[config.mk]
export PLATFORM = sky130hd
export DESIGN_NAME = load_store_unit
export DESIGN_NICKNAME = d
export VERILOG_FILES = /design/src/rtl/lsu_pkg.sv /design/src/rtl/lsu_lane_unit.sv /design/src/rtl/load_store_unit.sv
export SDC_FILE = /design/constraint.sdc
export NUM_CORES = 1
export LEC_CHECK = 0
export CAP_MARGIN = 20
export CORE_MARGIN = 1
export CORE_UTILIZATION = 43
export CTS_CLUSTER_DIAMETER = 150
export DETAILED_ROUTE_END_ITERATION = 12
export HOLD_SLACK_MARGIN = 0.05
export MAX_ROUTING_LAYER = met4
export PLACE_DENSITY = 0.8
export SLEW_MARGIN = 0
export SYNTH_ARGS = -nofsm -noshare
export SYNTH_HDL_FRONTEND = slang
export SYNTH_SLANG_ARGS = --single-unit
[constraint.sdc]
create_clock -name clk -period 2.29 [get_ports clk]
set_input_delay 0.458 -clock clk [delete_from_list [all_inputs] [get_ports clk]]
set_output_delay 0.458 -clock clk [all_outputs]
set_load 0.05 [all_outputs]
[src/rtl/lsu_pkg.sv]
// Shared encodings and the request legality check for the load/store unit.
package lsu_pkg;

    localparam logic [1:0] SZ_BYTE = 2'b00;
    localparam logic [1:0] SZ_HALF = 2'b01;
    localparam logic [1:0] SZ_WORD = 2'b10;

    typedef enum logic {
        IDLE  = 1'b0,
        WRITE = 1'b1
    } lsu_state_e;

    // True for an illegal size, a lane offset that breaks natural alignment,
    // or a request that asks to read and write at once.
    function automatic logic bad_request(input logic [1:0] size,
                                         input logic [1:0] lane,
                                         input logic       rd,
                                         input logic       wr);
        logic bad;
        case (size)
            SZ_BYTE: bad = 1'b0;
            SZ_HALF: bad = lane[0];
            SZ_WORD: bad = |lane;
            default: bad = 1'b1;
        endcase
        return bad | (rd & wr);
    endfunction

endpackage

[src/rtl/lsu_lane_unit.sv]
// Combinational lane logic: extract+extend for loads, byte/half merge for stores.
module lsu_lane_unit
    import lsu_pkg::*;
(
    input  logic [31:0] word,
    input  logic [1:0]  size,
    input  logic [1:0]  lane,
    input  logic        load_unsigned,
    input  logic [31:0] wdata,
    output logic [31:0] load_data,
    output logic [31:0] merged
);

    logic [7:0]  byte_sel;
    logic [15:0] half_sel;

    always_comb begin
        byte_sel  = word[7:0];
        half_sel  = lane[1] ? word[31:16] : word[15:0];
        load_data = word;
        merged    = wdata;
        case (lane)
            2'd0: byte_sel = word[7:0];
            2'd1: byte_sel = word[15:8];
            2'd2: byte_sel = word[23:16];
            2'd3: byte_sel = word[31:24];
        endcase
        case (size)
            SZ_BYTE: begin
                load_data = {{24{byte_sel[7] & ~load_unsigned}}, byte_sel};
                merged    = word;
                case (lane)
                    2'd0: merged[7:0]   = wdata[7:0];
                    2'd1: merged[15:8]  = wdata[7:0];
                    2'd2: merged[23:16] = wdata[7:0];
                    2'd3: merged[31:24] = wdata[7:0];
                endcase
            end
            SZ_HALF: begin
                load_data = {{16{half_sel[15] & ~load_unsigned}}, half_sel};
                merged    = word;
                if (lane[1]) merged[31:16] = wdata[15:0];
                else         merged[15:0]  = wdata[15:0];
            end
            default: ;
        endcase
    end

endmodule

[src/rtl/load_store_unit.sv]
// Byte-addressed load/store front end for a word-addressed data memory with
// combinational read; sub-word stores are done as a registered read-modify-write.
module load_store_unit
    import lsu_pkg::*;
#(
    parameter int DM_AW = 12
) (
    input  logic             clk,
    input  logic             rst_n,
    input  logic             req_valid,
    output logic             req_ready,
    input  logic             mem_read,
    input  logic             mem_write,
    input  logic [1:0]       size,
    input  logic             load_unsigned,
    input  logic [31:0]      addr,
    input  logic [31:0]      wdata,
    output logic [31:0]      rdata,
    output logic             rvalid,
    output logic             err,
    output logic [DM_AW-1:0] dm_a,
    output logic [31:0]      dm_wd,
    output logic             dm_we,
    input  logic [31:0]      dm_rd
);

    // Valid/ready: a request transfers on a posedge where req_valid and
    // req_ready are both high; req_ready depends only on state and reset.

    lsu_state_e       state, state_nxt;
    logic [31:0]      merge_q;
    logic [DM_AW-1:0] idx_q;
    logic [DM_AW-1:0] idx;
    logic [31:0]      lane_load, lane_merged;
    logic             accept, bad, ld_ok, st_ok, st_word, st_sub;
    logic             unused_addr_hi;

    assign idx            = addr[DM_AW+1:2];
    assign unused_addr_hi = ^addr[31:DM_AW+2];

    assign req_ready = rst_n & (state == IDLE);
    assign accept    = req_valid & req_ready;
    assign bad       = bad_request(size, addr[1:0], mem_read, mem_write);
    assign ld_ok     = accept & ~bad & mem_read;
    assign st_ok     = accept & ~bad & mem_write;
    assign st_word   = st_ok & (size == SZ_WORD);
    assign st_sub    = st_ok & (size != SZ_WORD);

    lsu_lane_unit u_lane (
        .word          (dm_rd),
        .size          (size),
        .lane          (addr[1:0]),
        .load_unsigned (load_unsigned),
        .wdata         (wdata),
        .load_data     (lane_load),
        .merged        (lane_merged)
    );

    always_comb begin
        state_nxt = state;
        dm_a      = idx;
        dm_wd     = '0;
        dm_we     = 1'b0;
        case (state)
            IDLE: begin
                if (st_word) begin
                    dm_we = 1'b1;
                    dm_wd = wdata;
                end
                if (st_sub) state_nxt = WRITE;
            end
            WRITE: begin
                // Gate with rst_n so a reset mid-RMW drops the write at once.
                dm_a      = idx_q;
                dm_wd     = merge_q;
                dm_we     = rst_n;
                state_nxt = IDLE;
            end
            default: state_nxt = IDLE;
        endcase
    end

    always_ff @(posedge clk or negedge rst_n) begin
        if (!rst_n) begin
            state   <= IDLE;
            rdata   <= '0;
            rvalid  <= 1'b0;
            err     <= 1'b0;
            merge_q <= '0;
            idx_q   <= '0;
        end else begin
            state  <= state_nxt;
            rvalid <= ld_ok;
            err    <= accept & bad;
            if (ld_ok) rdata <= lane_load;
            if (st_sub) begin
                merge_q <= lane_merged;
                idx_q   <= idx;
            end
        end
    end

endmodule

==> metrics.yaml <==
floorplanning:
  die_height_um: 103
  fp.coreArea_mm2: 0.00986
  die_area_mm2: 0.0107
  die_width_um: 103
  initial_utilization_pct: 44.9
  io_pins: 184
  rows: 36
synthesis:
  avgSynthCellArea_um2: 10.1
  ys_async_sr_fraction_pct: 100
  synth_area_leaders: "dfrtp_1 (45%), a22o_1 (7.9%), mux2_2 (5.6%)"
  synth_nets: 544
  synth_flop_cell: "dfrtp_1"
  synth.top_cell.area_share_pct: 44.7
  synth_cell_types: 42
  ys_seq_area_share_pct: 44.7
  synth_edf_count: 0
  synth_area_leader_cell: "dfrtp_1"
  synth_cells: 440
  netlist_area_mm2: 0.00442
  ys_ff_latch: 79
  yosysWarningCount: 0
worst_setup_path:
  r2r-end: "rdata[9]$_DFFE_PN0P_"
  r2r_slack_ns: 0.19
  cp_cell_sequence: "clkdlybuf4s15_1 > nor3_2 > nor2_2 > nor4bb_4 > buf_4 > buf_6 > buf_12 > a22o_2 > buf_12"
  rr_worst_depth: 6
  start_kind: "input port"
  worst-path-buf-inv: 5
  r2r-start: "state$_DFF_PN0_"
  crit_family: "buffers and inverters"
  crit_fanout: 5
  endpoint: "dm_wd[4]"
  crit_arrival_ns: 2.06
  end_kind: "output pin"
  crit_top_cell: "buf_12"
  worstSetupStartpoint: "size[0]"
  required_ns: 1.83
  slowest_delay_ns: 0.28
  crit_slowest_cell: "clkdlybuf4s15_1"
  path_depth: 9
  critical_path_class: "input port to output pin"
clock_tree:
  tritoncts: "built"
  clkTransAtPathRegs_ns: 0.09
  cts_hold_buffers: 0
  cts-htree-levels: 3
  clock_latency_ns: 0.36
  cts_sinks: 79
  cts_buffer_depth: 2
  cts_root_buffer: "clkbuf_8"
  numCtsBuffers: 9
power_and_ir_drop:
  power_leakage_nw: 3.31
  seqPwrFrac_pct: 39.2
  switching_share_pct: 37.4
  pwr-share-clk_pct: 23.7
  p_comb_share_pct: 37.2
  p_sw_mw: 1.86
  p_per_area_mw_per_mm2: 669
  ir_drop_mv: 0.423
  power_mw: 4.98
  internal_power_mw: 3.12
final_layout:
  fillers: 652
  antenna_cells: 0
  fin_util_pct: 75.4
  finalNetCount: 729
  drive_gt1_share_pct: 31.1
  syn_to_final_growth_pct: 68.2
global_routing:
  gr-usage-met1_pct: 39.6
  grt_pass1_vias: 4457
  grt_remaining_overflow: 0
  grt_usage_pct: 32.4
  top_usage_layer: "met2"
  met2_usage_pct: 51.4
  grt_pass1_wl_mm: 24.5
  grt_max_degree: 51
  grt_antenna_before_repair: 0
  grt_use_met3_pct: 8.53
timing:
  rsz0062_at_grt: "true"
  fin_ws_ns: -0.224
  finalSetupViolCount: 39
  hold_viol_final: 0
  clock_skew_ns: 0.00835
  fin_crit_ns: 2.51
  timing.fmax_mhz: 398
  tightest_slew_ns: 0.642
  timing.final.crit_share_pct: 110
  drv_slew: 0
  relSlewSlack_pct: 57.2
routing:
  drt_first_iter_violations: 280
  routedWlPerCell_um: 21.5
  drtAntennaViolNets: 0
  drc: 0
  first_pass_iters: 7
  via_count: 4501
  viasPerCell: 5.90
  routed_wl_mm: 16.4
job:
  drv_cap: 0
status:
  violations: "negative setup slack"
  status: "finished, violations left"
place:
  place_hpwl_mm: 11.6
  globalplace.congestion: 0.940
  portBuffers: 165
hold_path:
  hold_class: "input port to async pin"
through the flow:
step / hold slack, ns / area [um2] / TNS [ns] / std cells / setup WS [ns]
floorplan: 0.162 / 4460 / 0 / 440 / 0.0161
global placement: 0.462 / 6930 / -11.37 / 738 / -0.309
detailed placement: 0.472 / 6930 / -15.28 / 738 / -0.392
CTS: 0.302 / 7470 / -4.77 / 765 / -0.181
global route: 0.326 / 7440 / -8.64 / 763 / -0.305
finish: 0.297 / 7440 / -5.26 / 763 / -0.224
layout make-up:
class | instances | area [um2] | share of cell area, %
clock buffers | 10 | 128 | 1.72
clock inverters | 6 | 92.6 | 1.24
inverters | 11 | 41.3 | 0.555
multi-input cells | 310 | 2440 | 32.8
flip-flops and latches | 79 | 1980 | 26.6
well taps | 133 | 166 | 2.24
repair buffers | 214 | 2590 | 34.8
how the worst min path moves through the flow:
stage / slack [ns] / endpoint / cells past startpoint
5_1_grt: 0.33 / idx_q[6]$_DFFE_PN0P_ / 3
3_5_place_dp: 0.47 / idx_q[9]$_DFFE_PN0P_ / 1
6_report: 0.30 / idx_q[6]$_DFFE_PN0P_ / 3
2_1_floorplan: 0.16 / err$_DFF_PN0_ / 0
4_1_cts: 0.30 / idx_q[6]$_DFFE_PN0P_ / 3
3_3_place_gp: 0.46 / idx_q[3]$_DFFE_PN0P_ / 1
state kept, by name (all words and copies together), names as in the netlist:
signal	count
err	1
rvalid	1
rdata	32
state	1
idx_q	12
merge_q	32
power by group through the flow:
stage	clock, mW	combinational (mW)	sequential (mW)
2_1_floorplan	0	0.566	2.39
3_3_place_gp	0	1.79	1.93
3_5_place_dp	0	1.83	1.95
4_1_cts	1.19	1.85	1.94
5_1_grt	1.24	1.95	1.99
6_report	1.18	1.85	1.95
cells by family after synthesis:
logic type             share of synthesized area (%)
AO/OA/AOI/OAI                                   23.2
AND/OR/NAND/NOR                                 14.5
flip-flops                                      44.7
multiplexers                                    12.5
buffers and inverters                           5.09
worst min-delay path: cells and delay by family:
kind	cells	cell delay [ns]
buffers and inverters	3	0.62
repair_timing:
item | in CTS | in global routing
buffers inserted | 7 | 1
gates cloned | 4 | 0
endpoints found under the setup margin | 33 | 45
resized for setup | 40 | 7
hold endpoints to repair | 0 | 0
pin swaps | 7 | 3
Yosys cell counts, types with 2 or more instances:
library cell  count
a21o_1            3
a21oi_1          31
a22o_1           40
a22oi_1           9
a31o_2            6
buf_1             3
buf_2            21
clkbuf_1         15
dfrtp_1          79
inv_1             9
inv_2             2
mux2_1           13
mux2_2           22
mux2i_1          16
nand2_1          28
nand3_1          40
nand3_2          10
nor2_1           26
nor2b_1           4
nor3_2            2
o21ai_0           9
o21ai_1          10
o221ai_1          8
o22a_1           16
placed cells by master, fill, tap and decap left out, drive strengths merged, types with 2 or more instances in the layout:
cell type / count
inv: 13
clkdlybuf4s50: 111
dfrtp: 79
a21oi: 32
a31o: 6
nor2: 27
clkbuf: 10
o22a: 16
a22o: 40
buf: 96
a22oi: 10
nand3: 50
mux2i: 16
bufinv: 2
o221ai: 8
nor2b: 4
mux2: 35
o21ai: 19
dlygate4sd2: 4
nand2: 28
a21o: 3
nor3: 3
clkdlybuf4s15: 3
clkinvlp: 2
metal layers:
layer  part of all wire [%]  up-vias
li1                       -     2007
met1                     39     2190
met2                     48      262
met3                    9.5       42
met4                    3.0        0
met5                      0        -
Note: power is estimated with default switching activity, not from simulation.
